**config.mk**
```make
export PLATFORM = sky130hd
export DESIGN_NAME = cola_destinos_externos_flat
export DESIGN_NICKNAME = d
export VERILOG_FILES = /design/src/rtl/cola_destinos_externos_pkg.sv /design/src/rtl/cola_destinos_externos_if.sv /design/src/rtl/cola_destinos_externos.sv /design/src/flat_wrapper.sv
export SDC_FILE = /design/constraint.sdc
export NUM_CORES = 1
export LEC_CHECK = 0
export BUFFER_PORTS_ARGS = -buffer_cell sky130_fd_sc_hd__clkbuf_2
export CAP_MARGIN = 20
export CORE_MARGIN = 2
export CORE_UTILIZATION = 60
export CTS_BUF_LIST = sky130_fd_sc_hd__clkbuf_8
export CTS_CLUSTER_DIAMETER = 100
export DETAILED_ROUTE_END_ITERATION = 16
export MAX_ROUTING_LAYER = met4
export PLACE_DENSITY = 0.95
export SLEW_MARGIN = 20
export SYNTH_ARGS = -nofsm -noshare
export SYNTH_HDL_FRONTEND = slang
export SYNTH_SLANG_ARGS = --single-unit
```
**constraint.sdc**
```tcl
create_clock -name clk -period 3.7 [get_ports clk]
set_input_delay 0.74 -clock clk [delete_from_list [all_inputs] [get_ports clk]]
set_output_delay 0.74 -clock clk [all_outputs]
set_load 0.02 [all_outputs]
```
**src/rtl/cola_destinos_externos_pkg.sv**
```systemverilog
// rtl/cola_destinos_externos_pkg.sv - elevator-wide floor codes and destination table defaults
package cola_destinos_externos_pkg;

  // Floor codes carried on the 2-bit destination bus
  localparam logic [1:0] PISO_M1 = 2'b00;
  localparam logic [1:0] PISO_1  = 2'b01;
  localparam logic [1:0] PISO_2  = 2'b10;
  localparam logic [1:0] PISO_3  = 2'b11;

  // Dispatcher-side code meaning "no pending destination"
  localparam logic [2:0] SIN_DESTINO = 3'b100;

  // Table geometry; the dispatcher saturates its index at FINFIFO
  localparam int DEPTH_DEF  = 10;
  localparam int ADDR_W_DEF = 10;
  localparam int FINFIFO    = DEPTH_DEF - 1;

  // Default call sequence loaded at power-up and on every reset
  function automatic logic [1:0] destino_defecto(input int idx);
    logic [1:0] d;
    case (idx)
      0:       d = PISO_1;
      1:       d = PISO_3;
      2:       d = PISO_M1;
      3:       d = PISO_2;
      4:       d = PISO_3;
      5:       d = PISO_1;
      6:       d = PISO_M1;
      7:       d = PISO_3;
      8:       d = PISO_2;
      9:       d = PISO_1;
      default: d = PISO_M1;
    endcase
    return d;
  endfunction

endpackage

```
**src/rtl/cola_destinos_externos_if.sv**
```systemverilog
// rtl/cola_destinos_externos_if.sv - read/write bus between dispatcher (or host) and destination table
interface cola_destinos_externos_if #(
  parameter int ADDR_W = 10
);
  logic [ADDR_W-1:0] address;
  logic [1:0]        destino;
  logic              valido;
  logic              wr_en;
  logic [ADDR_W-1:0] wr_addr;
  logic [1:0]        wr_data;

  modport master (
    output address, wr_en, wr_addr, wr_data,
    input  destino, valido
  );

  modport slave (
    input  address, wr_en, wr_addr, wr_data,
    output destino, valido
  );
endinterface

```
**src/rtl/cola_destinos_externos.sv**
```systemverilog
// rtl/cola_destinos_externos.sv - external floor-call destination table with combinational read
module cola_destinos_externos
  import cola_destinos_externos_pkg::*;
#(
  parameter int DEPTH  = DEPTH_DEF,
  parameter int ADDR_W = ADDR_W_DEF
) (
  input  logic                    clk,
  input  logic                    rst,
  cola_destinos_externos_if.slave bus
);

  typedef logic [1:0] tabla_t [DEPTH];

  function automatic tabla_t tabla_defecto();
    tabla_t t;
    for (int i = 0; i < DEPTH; i++) begin
      t[i] = destino_defecto(i);
    end
    return t;
  endfunction

  // Array starts out holding the default sequence so it is usable before any reset
  tabla_t r_mem = tabla_defecto();

  logic [1:0] w_destino;
  logic       w_valido;

  // Reset reloads defaults and wins over a same-cycle write; out-of-range writes match no entry
  always_ff @(posedge clk) begin
    if (rst) begin
      for (int i = 0; i < DEPTH; i++) begin
        r_mem[i] <= destino_defecto(i);
      end
    end else if (bus.wr_en) begin
      for (int i = 0; i < DEPTH; i++) begin
        if (bus.wr_addr == ADDR_W'(i)) begin
          r_mem[i] <= bus.wr_data;
        end
      end
    end
  end

  // Full-width address compare: anything outside 0..DEPTH-1 reads as floor -1 and invalid
  always_comb begin
    w_destino = PISO_M1;
    w_valido  = 1'b0;
    for (int i = 0; i < DEPTH; i++) begin
      if (bus.address == ADDR_W'(i)) begin
        w_destino = r_mem[i];
        w_valido  = 1'b1;
      end
    end
  end

  assign bus.destino = w_destino;
  assign bus.valido  = w_valido;

endmodule

```
**src/flat_wrapper.sv**
```systemverilog
// flat-port wrapper written by rule: the top's interface ports become plain ports
module cola_destinos_externos_flat import cola_destinos_externos_pkg::*;
#(
  parameter int DEPTH  = DEPTH_DEF,
  parameter int ADDR_W = ADDR_W_DEF
)
  (clk, rst, bus_address, bus_wr_en, bus_wr_addr, bus_wr_data, bus_destino, bus_valido);
  cola_destinos_externos_if #(.ADDR_W(ADDR_W)) bus_i ();
  input  logic clk;
  input  logic rst;
  input wire logic [$bits(bus_i.address)-1:0] bus_address;
  input wire logic [$bits(bus_i.wr_en)-1:0] bus_wr_en;
  input wire logic [$bits(bus_i.wr_addr)-1:0] bus_wr_addr;
  input wire logic [$bits(bus_i.wr_data)-1:0] bus_wr_data;
  output wire logic [$bits(bus_i.destino)-1:0] bus_destino;
  output wire logic [$bits(bus_i.valido)-1:0] bus_valido;
  assign bus_i.address = bus_address;
  assign bus_i.wr_en = bus_wr_en;
  assign bus_i.wr_addr = bus_wr_addr;
  assign bus_i.wr_data = bus_wr_data;
  assign bus_destino = bus_i.destino;
  assign bus_valido = bus_i.valido;
  cola_destinos_externos #(.DEPTH(DEPTH), .ADDR_W(ADDR_W)) u_core (.clk(clk), .rst(rst), .bus(bus_i));
endmodule
```
==> results.json, run 1 <==
{
  "largest_reg_flops": 20,
  "cts.clk_slew.worst_paths_ns": 0.06,
  "path_buf_inv": 2,
  "crit_chain": "clkbuf_2 > or4b_2 > o21ai_0 > a311oi_1 > o21a_1 > clkbuf_2",
  "timing.final.crit_share_pct": 78.6,
  "dp_hpwl_um": 2010,
  "ys_seq_area_share_pct": 47.4,
  "route.detailed.drc": 0,
  "finalNetCount": 179,
  "ctsHoldBuffers": 0,
  "cts_resized": 0,
  "setup_slack_ns": 0.790,
  "fp-row-count": 16,
  "hold_path_class": "input pin to register",
  "reg_top3": "u_core.r_mem: 20 flops",
  "outcome": "complete, no violations",
  "drt_first_pass_iters": 4,
  "synth_ff_type": "edfxtp_1",
  "htree_levels": 1,
  "drv_slew": 0,
  "worstSetupEndpointType": "output port",
  "place_ws_ns": 0.795,
  "async_reset_ff_share_pct": 0,
  "slowest_stage": "or4b_2",
  "initial_core_util_pct": 63.9,
  "cp_max_fo": 17,
  "setup_viol": 0,
  "syn2layout_area_growth_pct": 14.4,
  "ys_ff_latch": 20,
  "grt_pass1_vias": 985,
  "viasPerCell": 6.13,
  "final_hold_viol_count": 0,
  "layout-drive-gt1-share_pct": 27.0,
  "ios": 28,
  "wl_um": 2460,
  "cts_buffers": 3,
  "vias": 1098,
  "first_iter_violations": 31,
  "post_cts_buffers": 0,
  "yosysMostFrequentCell": "edfxtp_1",
  "path_common_cell": "clkbuf_2",
  "dieHeight_um": 49.9,
  "crit_required_ns": 2.96,
  "core_um2": 1980,
  "gr-usage-all-layers_pct": 23.2,
  "yosys.area.top_type": "edfxtp_1",
  "rsz0062_at_grt": "no",
  "powerDensity_nw_per_um2": 318,
  "synth.top_cell.area_share_pct": 47.4,
  "clk_path_buf_depth": 2,
  "synthCells": 128,
  "antenna_found_initial": 0,
  "wire_per_inst_um": 13.7,
  "overflow": 0,
  "critPathTopFamily": "simple AND/OR/NAND/NOR gates",
  "synth.distinct_cells": 41,
  "regMostFlops": "u_core.r_mem",
  "arrival_ns": 2.17,
  "netlist_top_cells_area": "edfxtp_1, nand2_1, nor2_1",
  "antenna_left": 0,
  "ys_top_cells_by_count": "edfxtp_1, nand2_1, nor2_1",
  "cts_tree": "yes",
  "max_freq_mhz": 344,
  "root_buffer": "clkbuf_8",
  "portBuffers": 27,
  "synth_area_per_cell_um2": 9.89,
  "synth.cell_area_um2": 1270,
  "syn_nets": 153,
  "period_needed_ns": 2.91,
  "clock-sinks": 20,
  "peakVddDrop_mv": 0.273,
  "die-area_um2": 2490,
  "gp_congestion": 0.892,
  "synth-edff-count": 20,
  "tightest_slew_ns": 0.621,
  "die_w_um": 49.9,
  "grt_max_degree": 18,
  "ys_warn_count": 0,
  "cp-start-kind": "input pin",
  "critPathKind": "input pin to output port",
  "p_leak_uw": 0.000549,
  "diodes": 0,
  "setup_tns_ns": 0,
  "max_slew_margin_pct": 58.5,
  "grt_pass1_wl_um": 4090,
  "max_cap_viol_count": 0,
  "cpPeakStageDelay_ns": 0.71
}
## layer usage
layer | GRT usage (%) | wire length [µm]
met1 | 27.3 | 1020
met2 | 35.6 | 1150
met3 | 4.85 | 160
met4 | 16.2 | 131
met5 | - | 0
## worst paths after layout
kind	cells past startpoint	startpoint	slack, ns	endpoint
setup / recovery	6	bus_address[0]	0.79	bus_destino[1]
hold / removal	3	bus_wr_addr[2]	0.85	u_core.r_mem[0][18]
## metrics by stage
step,hold slack (ns),cells,total power [µW],area (µm²),util (%)
6_report,0.852,179,460,1450,73.1
5_1_grt,0.871,179,479,1450,73.1
4_1_cts,0.835,179,462,1450,73.1
3_5_place_dp,1.10,176,330,1410,71.0
3_3_place_gp,1.10,176,327,1410,71.0
2_1_floorplan,0.917,128,305,1270,-
## placed cells by master (no fill, tap or decap), drive strengths merged, types with 2 or more instances in the layout
cell    synthesis  routed
clkbuf          3      30
edfxtp         20      20
nor2           19      19
nand2          19      19
o21bai          7       7
nor2b           5       5
o21ai           4       4
nor3            4       4
nand3           4       4
mux2i           3       3
a31oi           3       3
a31o            3       3
and3            3       3
a32o            2       2
a21oi           2       2
nand3b          2       2
nand2b          2       2
inv             2       2
nor4            2       2
or3             2       2
or4b            2       2
## report_power, final
part,total [µW],internal [µW],switching [µW]
Combinational,62.5,26.0,36.5
Clock,134,72.4,61.6
Sequential,264,260,3.88
## cells by family after synthesis
group | count (synthesis) | synth area share [%]
buffers and inverters | 8 | 2.77
AO/OA/AOI/OAI | 26 | 14.9
AND/OR/NAND/NOR | 70 | 31.6
multiplexers | 4 | 3.26
flip-flops | 20 | 47.4
## worst min-delay path: cells and delay by family
| kind | cells | cell delay (ns) |
|---|---|---|
| buffers and inverters | 1 | 0.10 |
| AND/OR/NAND/NOR | 2 | 0.16 |
## cell type report
class | count | area (µm²)
sequential | 20 | 601
fill | 145 | 533
tap | 27 | 33.8
multi-input combinational | 100 | 631
timing repair buffer | 27 | 135
inverter | 2 | 7.51
clock buffer | 3 | 41.3
Note: power is estimated with default switching activity, not from simulation.
==> run 2: changes to the inputs <==
CORE_UTILIZATION = 55   (was 60)
PLACE_DENSITY = 0.9   (was 0.95)
clock period = 2.8 ns   (was 3.7 ns; I/O delays follow)
==> results.json, run 2 (synthesized netlist as in run 1, its figures left out) <==
{
  "timing.final.crit_share_pct": 86.3,
  "layout_common_cells": "clkbuf_2, edfxtp_1, nor2_1, nand2_1, o21bai_1",
  "initial_core_util_pct": 57.8,
  "hold_path_class": "input pin to register",
  "cpPeakStageDelay_ns": 0.64,
  "crit_chain": "clkbuf_2 > or4b_2 > o21ai_0 > a311oi_1 > o21a_1 > clkbuf_2",
  "max_slew_margin_pct": 62.9,
  "p_clk_share_pct": 29.3,
  "overflow": 0,
  "holdPathStages": 3,
  "cts.clk_slew.worst_paths_ns": 0.07,
  "cts_resized": 0,
  "critPathKind": "input pin to output port",
  "setup_tns_ns": 0,
  "cp_max_fo": 11,
  "dp_hpwl_um": 2180,
  "setup_viol": 0,
  "p_seq_share_pct": 56.7,
  "wl_um": 2640,
  "vias": 1070,
  "htree_levels": 1,
  "p_comb_share_pct": 14.0,
  "period_needed_ns": 2.42,
  "wire_per_inst_um": 14.5,
  "sw_frac_of_total_pct": 22.7,
  "root_buffer": "clkbuf_8",
  "layout-drive-gt1-share_pct": 27.9,
  "clock-sinks": 20,
  "portBuffers": 27,
  "clk_path_buf_depth": 2,
  "fill_cells": 167,
  "cts_tree": "yes",
  "antenna_left": 0,
  "min_from": "bus_wr_addr[2]",
  "tightest_slew_ns": 0.549,
  "largest_reg_flops": 20,
  "path_buf_inv": 2,
  "gp_congestion": 0.895,
  "antenna_found_initial": 0,
  "outcome": "complete, no violations",
  "fp-row-count": 17,
  "die_w_um": 52.0,
  "gr-usage-all-layers_pct": 22.9,
  "finalPower_uw": 615,
  "regMostFlops": "u_core.r_mem",
  "path_common_cell": "clkbuf_2",
  "max_freq_mhz": 414,
  "route.detailed.drc": 0,
  "cts_buffers": 3,
  "grt_pass1_wl_um": 4400,
  "finalNetCount": 181,
  "grt_max_degree": 17,
  "hold_end": "u_core.r_mem[0][17]",
  "syn2layout_area_growth_pct": 15.7,
  "die-area_um2": 2700,
  "mostFrequentLayoutCell": "clkbuf_2",
  "multiInputGateArea_um2": 631,
  "post-route-util_pct": 66.9,
  "first_iter_violations": 28,
  "grt_pass1_vias": 1031,
  "timing.hold.ws_ns": 0.675,
  "reg_top3": "u_core.r_mem: 20 flops",
  "cp-start-kind": "input pin",
  "drv_slew": 0,
  "p_leak_uw": 0.000559,
  "final-seq-area_um2": 601,
  "peakVddDrop_mv": 0.246,
  "p_int_uw": 475,
  "critPathTopFamily": "simple AND/OR/NAND/NOR gates",
  "switching_power_uw": 140,
  "final_hold_viol_count": 0,
  "arrival_ns": 1.86,
  "max_cap_viol_count": 0,
  "rsz0062_at_grt": "no",
  "ctsHoldBuffers": 0,
  "diodes": 0,
  "post_cts_buffers": 0,
  "dieHeight_um": 52.0,
  "core_um2": 2190,
  "powerDensity_nw_per_um2": 420,
  "ios": 28,
  "worstSetupEndpointType": "output port",
  "slowest_stage": "or4b_2",
  "viasPerCell": 5.88,
  "crit_required_ns": 2.24,
  "drt_first_pass_iters": 5
}
## run 2: changes by cell type in the layout (fill, tap and decap cells not counted)
cell	change
buf_4	+2
## run 2: layer usage
layer  wire length, µm  GRT usage (%)  share of wire [%]
met3               156          0.287                5.9
met5                 0              -                  0
met4                77           14.0                2.9
met2              1310           39.7                 49
met1              1100           26.5                 42
## run 2: cell type report
type / instances / area share, %
clock buffer: 3 / 2.82
inverter: 2 / 0.512
multi-input combinational: 100 / 43.0
sequential: 20 / 41.0
tap: 28 / 2.39
timing repair buffer: 29 / 10.2
## run 2: worst max path at each step
stage | cells past startpoint | startpoint | slack, ns | to
after floorplan | 5 | bus_address[1] | 0.49 | bus_destino[1]
after global placement | 6 | bus_address[2] | 0.42 | bus_destino[1]
after detailed placement | 6 | bus_address[2] | 0.38 | bus_destino[1]
after CTS | 6 | bus_address[2] | 0.38 | bus_destino[1]
after global routing | 6 | bus_address[2] | 0.34 | bus_destino[0]
final | 6 | bus_address[2] | 0.38 | bus_destino[1]
## run 2: power by group through the flow
stage	Clock [µW]	Sequential (µW)	Combinational [µW]
6_report	180	349	85.9
3_5_place_dp	0	355	85.2
3_3_place_gp	0	355	81.0
2_1_floorplan	0	352	51.2
5_1_grt	188	350	95.3
4_1_cts	180	349	85.6
## run 2: metrics by stage
step	std cells	instance area, µm²	setup WS (ns)
final	182	1470	0.383
after global routing	182	1470	0.336
after CTS	182	1470	0.383
after detailed placement	179	1420	0.383
after global placement	179	1420	0.417
after floorplan	128	1270	0.494
